$ cat src/rtl/acia_pkg.sv
// rtl/acia_pkg.sv - shared encodings for the acia transmit block
package acia_pkg;

    typedef enum logic [1:0] {
        S_IDLE  = 2'd0,
        S_START = 2'd1,
        S_DATA  = 2'd2,
        S_STOP  = 2'd3
    } state_t;

    localparam logic       REG_CTRL = 1'b0;
    localparam logic       REG_DATA = 1'b1;

    localparam int         ST_TDRE  = 0;
    localparam int         ST_OVR   = 1;
    localparam int         ST_IRQ   = 7;

    localparam int         CR_TIE   = 5;
    localparam logic [1:0] CR_MRST  = 2'b11;

endpackage

$ cat src/rtl/acia_baud.sv
// rtl/acia_baud.sv - bit-period counter with one-cycle tick at CLK_DIV-1
module acia_baud #(
    parameter int CLK_DIV = 35
) (
    input  logic clk,
    input  logic rst,
    input  logic clr,
    output logic tick
);

    localparam int CW = $clog2(CLK_DIV);
    localparam logic [CW-1:0] LAST = CW'(CLK_DIV - 1);

    logic [CW-1:0] cnt;

    assign tick = (cnt == LAST);

    always_ff @(posedge clk or posedge rst) begin
        if (rst) begin
            cnt <= '0;
        end else if (clr || tick) begin
            cnt <= '0;
        end else begin
            cnt <= cnt + CW'(1);
        end
    end

endmodule

$ cat src/rtl/acia_tx.sv
// rtl/acia_tx.sv - 6850-style transmitter: one-deep holding register, 8N1 serialiser
module acia_tx
    import acia_pkg::*;
#(
    parameter int CLK_DIV = 35
) (
    input  logic       clk,
    input  logic       reset,
    input  logic       cs,
    input  logic       we,
    input  logic       rs,
    input  logic [7:0] din,
    output logic [7:0] dout,
    output logic       tx,
    output logic       irq
);

    state_t     state, state_n;
    logic [7:0] shift, shift_n;
    logic [7:0] hold, hold_n;
    logic [2:0] bit_cnt, bit_n;
    logic       hold_full, hold_full_n;
    logic       ovr, ovr_n;
    logic       tie, tie_n;
    logic       tx_n, irq_n;
    logic       tick, baud_clr;
    logic       wr_ctrl, wr_data, rd_stat, mrst, transfer;
    logic [7:0] status;

    assign wr_ctrl  = cs && we && (rs == REG_CTRL);
    assign wr_data  = cs && we && (rs == REG_DATA);
    assign rd_stat  = cs && !we && (rs == REG_CTRL);
    assign mrst     = wr_ctrl && (din[1:0] == CR_MRST);
    // Zero-gap reload: the stop bit's last clock doubles as the idle transfer point.
    assign transfer = hold_full && ((state == S_IDLE) || ((state == S_STOP) && tick));

    acia_baud #(.CLK_DIV(CLK_DIV)) u_baud (
        .clk  (clk),
        .rst  (reset),
        .clr  (baud_clr),
        .tick (tick)
    );

    always_comb begin
        status          = 8'h00;
        status[ST_IRQ]  = irq;
        status[ST_OVR]  = ovr;
        status[ST_TDRE] = ~hold_full;
    end

    assign dout = rd_stat ? status : 8'h00;

    always_comb begin
        state_n     = state;
        shift_n     = shift;
        hold_n      = hold;
        bit_n       = bit_cnt;
        hold_full_n = hold_full;
        ovr_n       = ovr;
        tie_n       = tie;
        tx_n        = tx;
        baud_clr    = 1'b0;

        case (state)
            S_START: begin
                if (tick) begin
                    state_n = S_DATA;
                    tx_n    = shift[0];
                    bit_n   = 3'd0;
                end
            end
            S_DATA: begin
                if (tick) begin
                    if (bit_cnt == 3'd7) begin
                        state_n = S_STOP;
                        tx_n    = 1'b1;
                        bit_n   = 3'd0;
                    end else begin
                        shift_n = shift >> 1;
                        tx_n    = shift[1];
                        bit_n   = bit_cnt + 3'd1;
                    end
                end
            end
            S_STOP: begin
                if (tick && !hold_full) begin
                    state_n = S_IDLE;
                end
            end
            default: ;
        endcase

        if (transfer) begin
            shift_n     = hold;
            state_n     = S_START;
            tx_n        = 1'b0;
            hold_full_n = 1'b0;
            baud_clr    = 1'b1;
        end

        if (rd_stat) begin
            ovr_n = 1'b0;
        end

        // Overrun is evaluated last so a coincident status read cannot lose it.
        if (wr_data) begin
            if (!hold_full || transfer) begin
                hold_n      = din;
                hold_full_n = 1'b1;
            end else begin
                ovr_n = 1'b1;
            end
        end

        if (wr_ctrl) begin
            tie_n = din[CR_TIE];
        end

        if (mrst) begin
            state_n     = S_IDLE;
            tx_n        = 1'b1;
            hold_full_n = 1'b0;
            ovr_n       = 1'b0;
            bit_n       = 3'd0;
            baud_clr    = 1'b1;
        end

        irq_n = tie_n & ~hold_full_n;
    end

    always_ff @(posedge clk or posedge reset) begin
        if (reset) begin
            state     <= S_IDLE;
            shift     <= 8'h00;
            hold      <= 8'h00;
            bit_cnt   <= 3'd0;
            hold_full <= 1'b0;
            ovr       <= 1'b0;
            tie       <= 1'b0;
            tx        <= 1'b1;
            irq       <= 1'b0;
        end else begin
            state     <= state_n;
            shift     <= shift_n;
            hold      <= hold_n;
            bit_cnt   <= bit_n;
            hold_full <= hold_full_n;
            ovr       <= ovr_n;
            tie       <= tie_n;
            tx        <= tx_n;
            irq       <= irq_n;
        end
    end

endmodule

$ cat config.mk
export PLATFORM = sky130hd
export DESIGN_NAME = acia_tx
export DESIGN_NICKNAME = d
export VERILOG_FILES = /design/src/rtl/acia_pkg.sv /design/src/rtl/acia_baud.sv /design/src/rtl/acia_tx.sv
export SDC_FILE = /design/constraint.sdc
export NUM_CORES = 1
export LEC_CHECK = 0
export BUFFER_PORTS_ARGS = -buffer_cell sky130_fd_sc_hd__buf_4
export CAP_MARGIN = 20
export CELL_PAD_IN_SITES_DETAIL_PLACEMENT = 1
export CELL_PAD_IN_SITES_GLOBAL_PLACEMENT = 2
export CORE_UTILIZATION = 33
export CTS_CLUSTER_DIAMETER = 40
export DETAILED_ROUTE_END_ITERATION = 16
export PLACE_DENSITY_LB_ADDON = 0.1
export SLEW_MARGIN = 20
export SYNTH_ARGS = -nofsm -noshare
export SYNTH_HDL_FRONTEND = slang
export SYNTH_HIERARCHICAL = 1
export SYNTH_SLANG_ARGS = --single-unit
$ cat constraint.sdc
create_clock -name clk -period 2.07 [get_ports clk]
set_clock_uncertainty 0.15 [all_clocks]
set_input_delay 0.414 -clock clk [delete_from_list [all_inputs] [get_ports clk]]
set_output_delay 0.414 -clock clk [all_outputs]
set_load 0.02 [all_outputs]
Word level (Yosys, flattened, before mapping)
Index checks and enable logic that the tools add are counted.

storage, ports and cells
  register bits = 32
  bits of input ports = 13
  output and inout port bits = 10
  logic and storage cells = 89

cells by class
  $add $sub $neg = 2
  eq/ne operators = 13
  mux-type cells = 35
  bitwise operators = 4
  reductions and logical operators = 25

operators by type and width
  operator                                                                  number
  8-bit two-way mux                                                         5
  1-bit two-way mux                                                         16
  2-bit two-way mux                                                         6
  3-bit two-way mux                                                         4
  4-bit inequality test (second input constant)                             3
  1-bit logical AND                                                         9
  3-bit AND reduction                                                       3
  6-bit by 1-bit adder with 6-bit output (second input constant)            1
  2-bit == test (second input constant)                                     3
  6-bit == test (second input constant)                                     1
  6-bit two-way mux                                                         1
  3-bit inequality test (second input constant)                             2
  2-bit case mux with 3 select lines                                        1
  3-bit case mux with 2 select lines                                        1
  5-bit AND reduction                                                       1
  5-bit nonzero test                                                        1
  4-bit by 3-bit inequality test with 1-bit output (second input constant)  1
  2-bit nonzero test                                                        2
  4-bit nonzero test                                                        1
  3-bit by 1-bit adder with 3-bit output (second input constant)            1
  3-bit == test (second input constant)                                     1
  1-bit logical OR                                                          3
  1-bit NOT                                                                 3
  3-bit nonzero test                                                        1
  other kinds (7)                                                           8

Depth between registers and ports, before layout
  word-level depth = 10
  depth in mapped cells = 10
  mapped depth without buffers = 9

By module
Netlist, hierarchy kept.

modules (own cells, without submodules)
  module     instances  cells an instance  area each (µm²)  seq. area each (µm²)
  acia_tx    1          128                1375.1           651.9
  acia_baud  1          27                 286.5            150.1

Worst setup path after synthesis
No wires, ideal clock.

  path type = reg2reg
  from = register u_baud.cnt[3]
  to = register hold[0]
  library setup time = 0.128 ns
  arrival = 1.640 ns
  required time = 1.792 ns
  setup slack = 0.152 ns
  cell stages (with the launch flop) = 7
  buffers on the path = 0
  clock period less this slack = 1.918 ns
  path through = dfrtp_1 nor3_1 and3_1 a21oi_1 and2_4 nor2_8 mux2_1

between the ends
  word-level cells in the longest chain between the ends = 6

RTL lines
  element                               line             RTL
  start, declared                       acia_baud.sv:14  logic [CW-1:0] cnt;
  start signal, assigned                acia_baud.sv:24  cnt <= cnt + CW'(1);
  6-bit == test                         acia_baud.sv:16  assign tick = (cnt == LAST);
  named net tick                        acia_tx.sv:26    logic tick, baud_clr;
  1-bit logical AND                     acia_tx.sv:35    assign transfer = hold_full && ((state == S_IDLE) || ((state == S_STOP) && tick));
  1-bit logical OR                      acia_tx.sv:35
  1-bit logical AND                     acia_tx.sv:35
  1-bit logical OR                      acia_tx.sv:107   if (!hold_full || transfer) begin
  2-bit AND reduction (no source line)  --
  end signal, assigned                  acia_tx.sv:145   hold <= hold_n;
  end, declared                         acia_tx.sv:20    logic [7:0] hold, hold_n;

The timed path passes the listed nets, and every way through them passes these cells.
A chain may end at the register's enable or synchronous reset.

Worst setup path in the final report
  from = register u_baud.cnt[0]
  to = register hold[0]

The elaborated chain is that of the path after synthesis.

==> out/metrics.cfg <==
[run_status]
status=completed

[yosys]
ys_seq_area_share_pct=48.27
synth_edf_count=0
ys_ff_latch=32
yosysMostFrequentCell=dfrtp_1
yosys_most_used_dff=dfrtp_1
synth.distinct_cells=39
synth_area_mm2=0.001662
ys_top_cells_by_area=dfrtp_1 (47%), ha_1 (7.5%), mux2i_1 (5.4%), mux2_1 (5.4%), nand2_1 (3.4%)
avgSynthCellArea_um2=10.72
yosys.area.top_type_share_pct=46.69
synthCells=155
ys_async_sr_fraction_pct=100.0
yosysWarnings=6
synth_common_cells=dfrtp_1 (31), nand2_1 (15), nor2_1 (15), ha_1 (10), mux2i_1 (9)
yosys.area.top_type=dfrtp_1

[setup_path]
reg2reg_to=hold[0]$_DFFE_PP0P_
start_kind=flip-flop
ff2ff_path_depth=7
worst-endpoint-arrival_ps=1960
critPathCaptureType=flip-flop
reg2reg_from=u_baud/cnt[0]$_DFF_PP0_
reg2reg_slack_ps=120
cp_max_fo=8
crit_required_ps=2080
crit_path_max_incr_delay_ps=430
path_class=reg2reg
slowest_stage=dfrtp_1
crit_chain=inv_1 > ha_1 > and3_1 > a21oi_2 > and2_4 > nor2_8 > mux2_1

[clock_tree]
cts_buffers=5
insertion_delay_ps=280
htreeDepth=2
clockBufferDepth=2
post_cts_buffers=0
clk_pin_slew_ps=60
cts_root_buffer=clkbuf_8
cts_tree=built
clock-sinks=32

[route]
dr.pass1.iters=4
vias=1150
first_iter_violations=61
drt-total-wl_mm=3.445
viasPerCell=4.618
ant_nets=0
drc=0
wire_per_inst_um=13.84

[sta]
finalCritPeriodShare_pct=94.43
period_needed_ps=1955
max_freq_mhz=511.6
setup_viol=0
slew_viol_final=0
finalHoldViolations=0
setup-tns-final_ps=0
setup_slack_ps=115.3

[placement]
io_buffers=17
dpl-instance-area_mm2=0.001874
pre_cts_ws_ps=97.93
gp_routability_congestion=0.7687
hpwl_mm=2.605

[global_routing]
overflow=0
grt_pass1_vias=1224
grt_max_degree=27
grt_first_pass_wirelength_mm=6.072
grtUsageTotal_pct=15.73
grt_antenna_before_repair=0

[die]
coreArea_mm2=0.004786
die_h_um=72.96
die_w_um=72.96
die_area_mm2=0.005323
io_pins=23
rows=25
start_util_pct=34.72

[layout]
seq_area_um2=802.0
final_area_mm2=0.001991
drive_gt1_share_pct=24.18
diodes=0
multi_input_area_um2=792.0
syn_to_final_growth_pct=19.80
finalNetCount=205
final_util_pct=41.59
fillers=554

[hold_path]
hold_depth=2
worstHoldStart=din[2]
min_path_type=in2reg
worstHoldEndpoint=hold[2]$_DFFE_PP0P_

[power]
cellPowerDensity_mw_per_mm2=1210
leakage_uw=0.0009768
vdd_drop_max_mv=0.4865

[job]
cap_violations=0

[power breakdown]
group,switching [uW],internal [uW]
clock,224,296
combinational,401,373
sequential,214,901
[logic make-up (layout without fill, tap and decap cells)]
logic type / Yosys count / count (layout) / share of synthesized area (%)
AO/OA/AOI/OAI: 26 / 26 / 10.02
buffers and inverters: 16 / 39 / 5.572
other: 1 / 5 / 0.2257
adder cells (fa/ha/maj): 10 / 10 / 7.530
multiplexers: 18 / 18 / 11.52
flip-flops: 32 / 32 / 48.27
AND/OR/NAND/NOR: 49 / 49 / 15.29
XOR/XNOR: 3 / 3 / 1.582
[through the flow]
step	hold slack (ps)	instances	total power [uW]
after floorplan	54.96	159	1658
after global placement	201.1	241	1849
after detailed placement	210.2	241	1899
after CTS	192.3	249	2442
after global routing	195.2	249	2622
final	206.2	249	2410
[state kept, by name, indices dropped and copies added (netlist names)]
name,count
ovr,1
tie,1
state,2
shift,8
hold_full,1
bit_cnt,3
u_baud/cnt,6
hold,8
irq,1
tx,1
[critical path: cells and delay by family, from the launching register on]
kind	cells	cell delay, ps
simple gates	3	560
flops	1	430
mux	1	350
fa+ha+maj	1	180
buf+inv	1	80
compound gates	1	80
[cells in the final DEF, fill, tap and decap left out, drive strengths merged]
cell type | netlist | routed
inv | 7 | 7
or3 | 1 | 1
and4b | 1 | 1
dlygate4sd3 | 0 | 1
nand2b | 2 | 2
ha | 10 | 10
a32oi | 2 | 2
nand3b | 1 | 1
nand3 | 4 | 4
conb | 1 | 5
xor2 | 2 | 2
buf | 9 | 24
nor2b | 1 | 1
a22o | 1 | 1
mux2 | 9 | 9
nor3 | 3 | 3
o21ai | 12 | 12
a32o | 1 | 1
dfrtp | 31 | 31
and3 | 1 | 1
nor2 | 17 | 17
nand2 | 15 | 15
xnor2 | 1 | 1
clkbuf | 0 | 7
mux2i | 9 | 9
a2111oi | 1 | 1
a31o | 1 | 1
dfstp | 1 | 1
a22oi | 1 | 1
a21oi | 7 | 7
and2 | 3 | 3
[routing by layer]
metal / vias up / share of wire (%) / track usage, %
met2: 19 / 47 / 24.09
li1: 570 / - / -
met1: 556 / 48 / 20.47
met3: 5 / 3.5 / 4.282
met5: - / 0 / 0
met4: 0 / 2.1 / 7.843
[how the worst max path moves through the flow]
stage	from	to	slack (ps)	cells past startpoint
6_report	u_baud/cnt[0]$_DFF_PP0_	hold[0]$_DFFE_PP0P_	120	7
5_1_grt	u_baud/cnt[0]$_DFF_PP0_	state[1]$_DFFE_PP0P_	-10	7
4_1_cts	u_baud/cnt[3]$_DFF_PP0_	hold[0]$_DFFE_PP0P_	70	6
3_5_place_dp	u_baud/cnt[3]$_DFF_PP0_	hold[3]$_DFFE_PP0P_	100	6
3_3_place_gp	u_baud/cnt[3]$_DFF_PP0_	hold[2]$_DFFE_PP0P_	160	6
2_1_floorplan	u_baud/cnt[3]$_DFF_PP0_	hold[0]$_DFFE_PP0P_	150	6
[layout make-up]
| cell class | count | share of cell area [%] |
|---|---|---|
| Clock buffer | 7 | 4.840 |
| Timing Repair Buffer | 25 | 9.554 |
| Sequential cell | 32 | 40.29 |
| Tap cell | 67 | 4.211 |
| Multi-Input combinational cell | 111 | 39.79 |
| Inverter | 7 | 1.320 |
[what timing repair did]
item | 4_1_cts | 5_1_grt
resized for setup | 0 | 3
setup endpoints to repair | 0 | 8
hold buffers | 1 | 0
endpoints found under the hold margin | 6 | 0
Power figures use the tool's default switching activity.
